===== config.mk =====
export PLATFORM = sky130hd
export DESIGN_NAME = morse_char_keyer
export DESIGN_NICKNAME = d
export VERILOG_FILES = /design/src/rtl/morse_char_keyer.sv
export SDC_FILE = /design/constraint.sdc
export NUM_CORES = 1
export LEC_CHECK = 0
export ABC_AREA = 1
export CAP_MARGIN = 20
export CORE_MARGIN = 5
export CORE_UTILIZATION = 55
export DETAILED_ROUTE_END_ITERATION = 8
export MAX_ROUTING_LAYER = met4
export PLACE_DENSITY_LB_ADDON = 0.3
export SETUP_SLACK_MARGIN = 0.1
export SYNTH_ARGS = -nofsm -noshare
export SYNTH_HDL_FRONTEND = slang
export SYNTH_SLANG_ARGS = --single-unit
export TNS_END_PERCENT = 30

===== constraint.sdc =====
create_clock -name i_Clk -period 2.1 [get_ports i_Clk]
set_input_delay 0.42 -clock i_Clk [delete_from_list [all_inputs] [get_ports i_Clk]]
set_output_delay 0.42 -clock i_Clk [all_outputs]
set_load 0.03 [all_outputs]

===== src/rtl/morse_char_keyer.sv =====
// morse_char_keyer
//   Sequential Morse transmitter. Accepts one ASCII character per valid/ready
//   handshake, looks it up in an internal code table and drives a timed
//   on/off key output for an LED or buzzer.
//
//   Optional feature: define MORSE_PUNCT_EN to add . , ? / = to the table.
//   Without it those characters are unmapped and raise o_Err.
//
// Ports:
//   i_Clk    - system clock, all logic on the rising edge
//   i_Rst_L  - asynchronous active-low reset
//   i_ASCII  - character to send, sampled on accept
//   i_Valid  - character present on i_ASCII
//   o_Ready  - keyer can accept a character this cycle (IDLE only)
//   o_Key    - key/LED drive, 1 = tone/light on
//   o_Busy   - high whenever not in IDLE
//   o_Err    - one-cycle pulse: accepted character had no Morse code
module morse_char_keyer #(
    parameter int unsigned CLKS_PER_UNIT    = 2500000,
    parameter int unsigned DASH_UNITS       = 3,
    parameter int unsigned ELEM_GAP_UNITS   = 1,
    parameter int unsigned CHAR_GAP_UNITS   = 3,
    parameter int unsigned WORD_EXTRA_UNITS = 4
) (
    input  logic       i_Clk,
    input  logic       i_Rst_L,
    input  logic [7:0] i_ASCII,
    input  logic       i_Valid,
    output logic       o_Ready,
    output logic       o_Key,
    output logic       o_Busy,
    output logic       o_Err
);

    localparam int unsigned MAX_UNITS =
        (DASH_UNITS > CHAR_GAP_UNITS) ?
            ((DASH_UNITS > WORD_EXTRA_UNITS) ? DASH_UNITS : WORD_EXTRA_UNITS) :
            ((CHAR_GAP_UNITS > WORD_EXTRA_UNITS) ? CHAR_GAP_UNITS : WORD_EXTRA_UNITS);
    localparam int unsigned CYC_W  = $clog2(CLKS_PER_UNIT);
    localparam int unsigned UNIT_W = $clog2(MAX_UNITS + 1);

    localparam logic [CYC_W-1:0]  CYC_LAST   = CYC_W'(CLKS_PER_UNIT - 1);
    localparam logic [UNIT_W-1:0] DOT_LAST   = '0;
    localparam logic [UNIT_W-1:0] DASH_LAST  = UNIT_W'(DASH_UNITS - 1);
    localparam logic [UNIT_W-1:0] ELEM_LAST  = UNIT_W'(ELEM_GAP_UNITS - 1);
    localparam logic [UNIT_W-1:0] CHAR_LAST  = UNIT_W'(CHAR_GAP_UNITS - 1);
    localparam logic [UNIT_W-1:0] WORD_LAST  = UNIT_W'(WORD_EXTRA_UNITS - 1);

    typedef enum logic [2:0] {
        IDLE,
        MARK,
        ELEM_GAP,
        CHAR_GAP,
        WORD_GAP
    } state_t;

    state_t             state;
    logic [CYC_W-1:0]   cyc;
    logic [UNIT_W-1:0]  units;
    logic [5:0]         pat;
    logic [2:0]         len;
    logic [2:0]         idx;

    logic [7:0]         folded;
    logic [5:0]         lk_pat;
    logic [2:0]         lk_len;
    logic               cur_dash;
    logic               last_elem;
    logic [UNIT_W-1:0]  unit_last;
    logic               span_done;

    // Code lookup on the raw input; a zero length means "no Morse code".
    always_comb begin
        folded = i_ASCII;
        if (i_ASCII >= 8'h61 && i_ASCII <= 8'h7A) begin
            folded = i_ASCII - 8'h20;
        end
        lk_pat = '0;
        lk_len = '0;
        case (folded)
            8'h41: {lk_len, lk_pat} = {3'd2, 6'b010000}; // A
            8'h42: {lk_len, lk_pat} = {3'd4, 6'b100000}; // B
            8'h43: {lk_len, lk_pat} = {3'd4, 6'b101000}; // C
            8'h44: {lk_len, lk_pat} = {3'd3, 6'b100000}; // D
            8'h45: {lk_len, lk_pat} = {3'd1, 6'b000000}; // E
            8'h46: {lk_len, lk_pat} = {3'd4, 6'b001000}; // F
            8'h47: {lk_len, lk_pat} = {3'd3, 6'b110000}; // G
            8'h48: {lk_len, lk_pat} = {3'd4, 6'b000000}; // H
            8'h49: {lk_len, lk_pat} = {3'd2, 6'b000000}; // I
            8'h4A: {lk_len, lk_pat} = {3'd4, 6'b011100}; // J
            8'h4B: {lk_len, lk_pat} = {3'd3, 6'b101000}; // K
            8'h4C: {lk_len, lk_pat} = {3'd4, 6'b010000}; // L
            8'h4D: {lk_len, lk_pat} = {3'd2, 6'b110000}; // M
            8'h4E: {lk_len, lk_pat} = {3'd2, 6'b100000}; // N
            8'h4F: {lk_len, lk_pat} = {3'd3, 6'b111000}; // O
            8'h50: {lk_len, lk_pat} = {3'd4, 6'b011000}; // P
            8'h51: {lk_len, lk_pat} = {3'd4, 6'b110100}; // Q
            8'h52: {lk_len, lk_pat} = {3'd3, 6'b010000}; // R
            8'h53: {lk_len, lk_pat} = {3'd3, 6'b000000}; // S
            8'h54: {lk_len, lk_pat} = {3'd1, 6'b100000}; // T
            8'h55: {lk_len, lk_pat} = {3'd3, 6'b001000}; // U
            8'h56: {lk_len, lk_pat} = {3'd4, 6'b000100}; // V
            8'h57: {lk_len, lk_pat} = {3'd3, 6'b011000}; // W
            8'h58: {lk_len, lk_pat} = {3'd4, 6'b100100}; // X
            8'h59: {lk_len, lk_pat} = {3'd4, 6'b101100}; // Y
            8'h5A: {lk_len, lk_pat} = {3'd4, 6'b110000}; // Z
            8'h30: {lk_len, lk_pat} = {3'd5, 6'b111110}; // 0
            8'h31: {lk_len, lk_pat} = {3'd5, 6'b011110}; // 1
            8'h32: {lk_len, lk_pat} = {3'd5, 6'b001110}; // 2
            8'h33: {lk_len, lk_pat} = {3'd5, 6'b000110}; // 3
            8'h34: {lk_len, lk_pat} = {3'd5, 6'b000010}; // 4
            8'h35: {lk_len, lk_pat} = {3'd5, 6'b000000}; // 5
            8'h36: {lk_len, lk_pat} = {3'd5, 6'b100000}; // 6
            8'h37: {lk_len, lk_pat} = {3'd5, 6'b110000}; // 7
            8'h38: {lk_len, lk_pat} = {3'd5, 6'b111000}; // 8
            8'h39: {lk_len, lk_pat} = {3'd5, 6'b111100}; // 9
`ifdef MORSE_PUNCT_EN
            8'h2E: {lk_len, lk_pat} = {3'd6, 6'b010101}; // .
            8'h2C: {lk_len, lk_pat} = {3'd6, 6'b110011}; // ,
            8'h3F: {lk_len, lk_pat} = {3'd6, 6'b001100}; // ?
            8'h2F: {lk_len, lk_pat} = {3'd5, 6'b100100}; // /
            8'h3D: {lk_len, lk_pat} = {3'd5, 6'b100010}; // =
`endif
            default: {lk_len, lk_pat} = '0;
        endcase
    end

    // Current element is read MSB-first from the left-aligned pattern.
    always_comb begin
        cur_dash  = pat[3'd5 - idx];
        last_elem = (idx == len - 3'd1);
        unit_last = DOT_LAST;
        case (state)
            MARK:     unit_last = cur_dash ? DASH_LAST : DOT_LAST;
            ELEM_GAP: unit_last = ELEM_LAST;
            CHAR_GAP: unit_last = CHAR_LAST;
            WORD_GAP: unit_last = WORD_LAST;
            default:  unit_last = DOT_LAST;
        endcase
        span_done = (cyc == CYC_LAST) && (units == unit_last);
    end

    always_ff @(posedge i_Clk or negedge i_Rst_L) begin
        if (!i_Rst_L) begin
            state   <= IDLE;
            cyc     <= '0;
            units   <= '0;
            pat     <= '0;
            len     <= '0;
            idx     <= '0;
            o_Ready <= 1'b1;
            o_Key   <= 1'b0;
            o_Busy  <= 1'b0;
            o_Err   <= 1'b0;
        end else begin
            o_Err <= 1'b0;
            if (state != IDLE) begin
                if (span_done) begin
                    cyc   <= '0;
                    units <= '0;
                end else if (cyc == CYC_LAST) begin
                    cyc   <= '0;
                    units <= units + 1'b1;
                end else begin
                    cyc <= cyc + 1'b1;
                end
            end
            case (state)
                IDLE: begin
                    if (i_Valid) begin
                        if (lk_len != 3'd0) begin
                            pat     <= lk_pat;
                            len     <= lk_len;
                            idx     <= '0;
                            state   <= MARK;
                            o_Key   <= 1'b1;
                            o_Ready <= 1'b0;
                            o_Busy  <= 1'b1;
                        end else if (i_ASCII == 8'h20) begin
                            state   <= WORD_GAP;
                            o_Ready <= 1'b0;
                            o_Busy  <= 1'b1;
                        end else begin
                            // Unmapped: stay ready so the source can retry at once.
                            o_Err <= 1'b1;
                        end
                    end
                end
                MARK: begin
                    if (span_done) begin
                        o_Key <= 1'b0;
                        state <= last_elem ? CHAR_GAP : ELEM_GAP;
                    end
                end
                ELEM_GAP: begin
                    if (span_done) begin
                        idx   <= idx + 3'd1;
                        o_Key <= 1'b1;
                        state <= MARK;
                    end
                end
                CHAR_GAP, WORD_GAP: begin
                    if (span_done) begin
                        state   <= IDLE;
                        o_Ready <= 1'b1;
                        o_Busy  <= 1'b0;
                    end
                end
                default: begin
                    state   <= IDLE;
                    o_Key   <= 1'b0;
                    o_Ready <= 1'b1;
                    o_Busy  <= 1'b0;
                end
            endcase
        end
    end

endmodule


## Word level (Yosys, flattened, before mapping)

Memory sizes are Yosys's and may differ from the RTL's.
Index checks and enable logic that the tools add are counted.

| cells by class | value |
|---|---|
| bitwise logic cells | 2 |
| order comparisons | 3 |
| eq/ne operators | 14 |
| mux-type cells | 39 |
| $add $sub $neg | 6 |
| reduce and logical (&&, ||, !) cells | 15 |

Operators with widths:

| operator | number |
|---|---|
| 2-to-1 mux 22 bit | 2 |
| 2-to-1 mux 3 bit | 11 |
| adder 22 x 1 -> 22 bit, second input constant | 1 |
| equality test 22 bit, second input constant | 1 |
| 2-to-1 mux 1 bit | 16 |
| case mux 3 bit (4 select lines) | 1 |
| != test 2 bit, second input constant | 5 |
| AND reduction 5 bit | 2 |
| 2-to-1 mux 9 bit | 1 |
| equality test 8 x 6 -> 1 bit, second input constant | 1 |
| >= comparator 8 x 7 -> 1 bit, second input constant | 1 |
| <= comparator 8 x 7 -> 1 bit, second input constant | 1 |
| 2-to-1 mux 8 bit | 1 |
| AND reduction 4 bit | 2 |
| subtractor 8 x 6 -> 8 bit, second input constant | 1 |
| adder 3 x 1 -> 3 bit, second input constant | 2 |
| equality test 3 x 2 -> 1 bit, second input constant | 2 |
| equality test 3 bit | 2 |
| case mux 1 bit (3 select lines) | 2 |
| case mux 2 bit (3 select lines) | 1 |
| case mux 3 bit (2 select lines) | 1 |
| nonzero test 3 bit | 2 |
| less-than comparator 3 x 4 -> 1 bit, second input constant | 1 |
| case mux 1 bit (4 select lines) | 1 |
| other kinds (14) | 18 |

| storage, ports and cells | value |
|---|---|
| memory bits (read-only) | 1024 |
| flip-flop bits (word level) | 44 |
| logic and storage cells | 90 |
| input bits | 11 |
| memories kept | 1 |
| output and inout port bits | 4 |

Memories:

| memory | words | width | read ports | clocked after Yosys merged registers in | wr ports | line | source |
|---|---|---|---|---|---|---|---|
| (no name shown) | 128 | 8 | 1 | 0 | 0 | 80 | `case (folded)` |

## Depth between registers and ports, before layout

| depth | value |
|---|---|
| word-level depth | 9 |
| gate-level depth with buffers | 17 |

## Worst setup path before layout

OpenSTA, ideal clock, no wires.

| timing | value |
|---|---|
| path kind | input to register |
| start point | input i_ASCII[0] |
| end point | register pat[3] |
| setup time | 0.117 ns |
| stages on the path | 16 |
| arrival time | 1.930 ns |
| setup slack | 0.052 ns |
| required time | 1.983 ns |
| cells stage by stage | inv_1 > ha_1 > inv_1 > nor2_1 > nand3_2 > nand3_4 > nand2_1 > nand2_2 > nand2_1 > o21ai_2 > nand2_2 > nand2_4 > nor2_8 > buf_12 > nand2_2 > o21ai_2 |

| on the way | value |
|---|---|
| word-level cells in the longest chain between the ends | 7 |
| elaborated cells on any way between the ends | 9 |
| classes of those cells | add/sub (1); order compare (2); mux (2); reduce/logical (3); memory (1) |

RTL lines:

| what | line | source |
|---|---|---|
| start, declared | 27 | `input logic [7:0] i_ASCII,` |
| >= comparator 8 x 7 -> 1 bit or <= comparator 8 x 7 -> 1 bit (tied branches) | 75 | `if (i_ASCII >= 8'h61 && i_ASCII <= 8'h7A) begin` |
| logical AND 1 bit | 75 |  |
| 2-to-1 mux 8 bit (*) | 75 |  |
| memory read (128 x 8 bit) | - |  |
| 2-to-1 mux 9 bit (*) | 80 |  |
| nonzero test 3 bit | 171 | `if (lk_len != 3'd0) begin` |
| AND reduction 3 bit (no line) | - |  |
| end signal, assigned | 172 | `pat <= lk_pat;` |
| end, declared | 60 | `logic [5:0] pat;` |

Mark *: on every way between the ends. The rest lies on a longest branch, timed or not.
A chain may end at the register's enable or synchronous reset.

## Worst setup path after layout

| timing | value |
|---|---|
| start point | input i_ASCII[1] |
| end point | register state[0] |

| on the way | value |
|---|---|
| word-level cells in the longest chain between the ends | 9 |
| elaborated cells on any way between the ends | 14 |
| classes of those cells | add/sub (1); order compare (2); eq/ne (2); mux (5); reduce/logical (3); memory (1) |

RTL lines:

| what | line | source |
|---|---|---|
| >= comparator 8 x 7 -> 1 bit or <= comparator 8 x 7 -> 1 bit (tied branches) | 75 |  |
| logical AND 1 bit | 75 |  |
| 2-to-1 mux 8 bit | 75 |  |
| memory read (128 x 8 bit) | - |  |
| 2-to-1 mux 9 bit | 80 |  |
| nonzero test 3 bit | 171 |  |
| 2-to-1 mux 3 bit | 171 |  |
| 2-to-1 mux 3 bit | 170 | `if (i_Valid) begin` |
| case mux 3 bit (4 select lines) | 168 | `case (state)` |
| end signal, assigned | 192 | `state <= last_elem ? CHAR_GAP : ELEM_GAP;` |
| end, declared | 57 | `state_t state;` |

Several ways; a longest one is shown, not always the timed one. The select of a mux whose other input is x is not followed.

==> impl_metrics.py <==
metrics = {
    "outcome": {
        "outcome": "finished clean",
    },
    "clock_network": {
        "cts_made_buffers": 5,
        "cts_tree": "yes",
        "root_buffer": "clkbuf_8",
        "clock_path_buffers": 2,
        "holdBufCountCts": 0,
        "htreeDepth": 2,
        "worstSkewPairLatency_ps": 300,
        "clock-sinks": 43,
        "clk_pin_slew_ps": 80,
    },
    "placement": {
        "port_buffers": 14,
        "dp_slack_ps": -626,
        "gp_congestion": 0.949,
        "dp_hpwl_um": 5690,
        "dp_cells": 554,
    },
    "synth": {
        "synth_largest_area_cell": "dfrtp_1",
        "synth_cell_type_count": 43,
        "synth-seq-cells": 43,
        "synth-edff-count": 0,
        "synth_ff_type": "dfrtp_1",
        "synth_most_common_cell": "nand2_1",
        "synth.cell_area_um2": 3110,
        "ys_warn_count": 0,
        "synthArstFlopShare": 1.00,
        "synthTopCellsByCount": "nand2_1 (92), inv_1 (50), dfrtp_1 (42), nor2_1 (38), nand3_1 (27)",
        "synth_fp_nets": 441,
        "synthTopCellsByArea": "dfrtp_1 (34%), nand2_1 (11%), inv_1 (6.0%)",
        "yosysSeqAreaShare": 0.346,
        "avgSynthCellArea_um2": 7.46,
        "synthCells": 417,
        "synth_top_area_frac": 0.338,
    },
    "sta": {
        "fin_skew_ps": 9.66,
        "period_share": 0.947,
        "final_max_slew_viol_count": 0,
        "finalSetupViolations": 0,
        "layout_setup_ws_ps": 111,
        "finalCriticalPeriod_ps": 1990,
        "worst_pin_slew_ps": 453,
        "grt_setup_unrepaired": "true",
        "fmax_mhz": 503,
        "maxSlewHeadroom": 0.697,
        "finalHoldViolations": 0,
    },
    "routing": {
        "m1WireLength_um": 3460,
        "drt-total-wl_um": 7750,
        "dr_wl_met3_um": 320,
        "drc": 0,
        "routed.top_layer": "met4",
        "dr.pass1.iters": 4,
        "viasPerCell": 5.38,
        "drtIter0Drc": 162,
        "met2_length_um": 3820,
        "vias": 3090,
        "drtAntennaViolNets": 0,
        "wl_per_cell_um": 13.5,
    },
    "power": {
        "leakage_nw": 1.98,
        "power_density_nw_per_um2": 874,
        "total_power_w": 0.00359,
        "ir_drop_mv": 0.764,
    },
    "critical_path": {
        "critPathLaunch": "i_ASCII[1]",
        "critPathTopFamily": "simple AND/OR/NAND/NOR gates",
        "arrival_ps": 2180,
        "cp_slowest_stage_delay_ps": 240,
        "crit_path_max_fanout": 5,
        "start_kind": "input pin",
        "crit_chain": "buf_8, buf_6, ha_4, a21oi_2, nand2_2, nand3_4, nand2_2, nand2_4, nand2_4, o21ai_4, nand4_1, nand3_2, nor2_2, nand2_1, nand2_1",
        "slowest_stage": "nand4_1",
        "worstPathRequired_ps": 2290,
        "path_buf_inv": 2,
        "timing.rr.start": "cyc[12]$_DFFE_PN0N_",
        "critPathCaptureType": "flip-flop",
        "critPathKind": "in -> reg",
    },
    "floorplanning": {
        "die_area_um2": 7260,
        "ios": 15,
        "start_util": 0.565,
        "die_w_um": 85.2,
        "die_height_um": 85.2,
        "core_um2": 5510,
        "rows": 27,
    },
    "global_route": {
        "grt_max_degree": 44,
        "grt_pass1_wl_um": 12800,
        "grt_overflow": 0,
        "antenna_found_initial": 0,
        "gr-usage-all-layers": 0.221,
        "grt_pass1_vias": 2839,
    },
    "run": {
        "drv_cap": 0,
    },
    "cells_and_area": {
        "multi_input_comb_area_um2": 1910,
        "finalNetCount": 525,
        "drive_gt1_frac": 0.317,
        "final-seq-area_um2": 1080,
        "diodes": 0,
        "instances_no_fill": 574,
        "fill_cells": 400,
        "area_delta_synth_final_pct": 32.0,
    },
    "worst_hold_path": {
        "hold_class": "in -> async",
    },
}
[worst paths after layout]
path / endpoint / slack, ps / depth (start not counted)
worst min register to register: o_Ready$_DFFE_PN1P_ / 500 / 2
worst max register to register: idx[2]$_DFFE_PN0P_ / 170 / 9
worst min-delay path: idx[0]$_DFFE_PN0P_ / 70 / 2
worst max-delay path: state[0]$_DFFE_PN0P_ / 110 / 15
min in group i_Clk: o_Ready$_DFFE_PN1P_ / 500 / 2
max in group asynchronous: o_Ready$_DFFE_PN1P_ / 1760 / 2
[layout make-up]
type	count	share of cell area
flip-flops and latches	43	0.263
inverters	56	0.0561
repair buffers	83	0.167
clock inverters	3	0.0107
multi-input cells	312	0.465
well taps	72	0.0219
clock buffers	5	0.0168
[cells by family (layout without fill, tap and decap cells)]
logic type      Yosys count  after routing  synth area share
compound gates           63             63             0.127
buf+inv                  62            147            0.0913
flops                    43             43             0.346
fa+ha+maj                13             13            0.0523
xor+xnor                 16             16            0.0451
simple gates            220            220             0.338
[worst register-to-register path, delay by kind of cell, from the launching register on]
| family | cells | cell delay [ps] |
|---|---|---|
| AO/OA/AOI/OAI | 2 | 280 |
| flip-flops | 1 | 410 |
| AND/OR/NAND/NOR | 7 | 1150 |
[placed cells by master (no fill, tap or decap), drive strengths merged]
cell type	netlist	layout
a21oi	13	13
a221oi	1	1
a22oi	1	1
a31oi	2	2
a32oi	1	1
buf	6	72
bufinv	0	1
clkbuf	0	7
clkdlybuf4s50	0	5
clkinv	0	2
dfrtp	42	42
dfstp	1	1
dlygate4sd2	0	3
dlymetal6s2s	0	1
ha	13	13
inv	56	56
nand2	104	104
nand3	32	32
nand3b	1	1
nand4	13	13
nor2	43	43
nor3	22	22
nor3b	1	1
nor4	2	2
o211ai	3	3
o21a	3	3
o21ai	36	36
o21bai	1	1
o22ai	2	2
or2	2	2
xnor2	2	2
xor2	14	14
[per-layer routing]
metal	vias to the layer above	global-route usage
li1	1543	-
met1	1450	0.279
met2	84	0.364
met3	13	0.0359
met4	0	0.0705
met5	-	-
[power breakdown]
part / switching (W) / internal [W] / total (W)
clock: 0.000294 / 0.000354 / 0.000648
combinational: 0.00106 / 0.000707 / 0.00177
sequential: 0.000135 / 0.00104 / 0.00117
total: 0.00149 / 0.00210 / 0.00359
[state kept, by name, summed over array words and instances (netlist names)]
name / flops
cyc: 22
pat: 5
idx: 3
len: 3
state: 3
units: 3
o_Busy: 1
o_Err: 1
o_Key: 1
o_Ready: 1
[metrics by stage]
step / instance area (µm²) / util / hold WS, ps / TNS, ps
floorplan: 3130 / - / 124 / 0
global placement: 3740 / 0.679 / 409 / -9610
detailed placement: 3740 / 0.679 / 412 / -10650
CTS: 3930 / 0.714 / 85.8 / 0
global route: 4110 / 0.746 / 82.9 / -145
finish: 4110 / 0.746 / 74.7 / 0
[repair_timing]
action	CTS	global route
gates resized for setup	26	51
setup endpoints to repair	18	20
setup buffers	5	8
gates cloned	0	0
endpoints found under the hold margin	0	0
pin swaps	15	28
No activity file was read; power rests on OpenSTA's default activity.
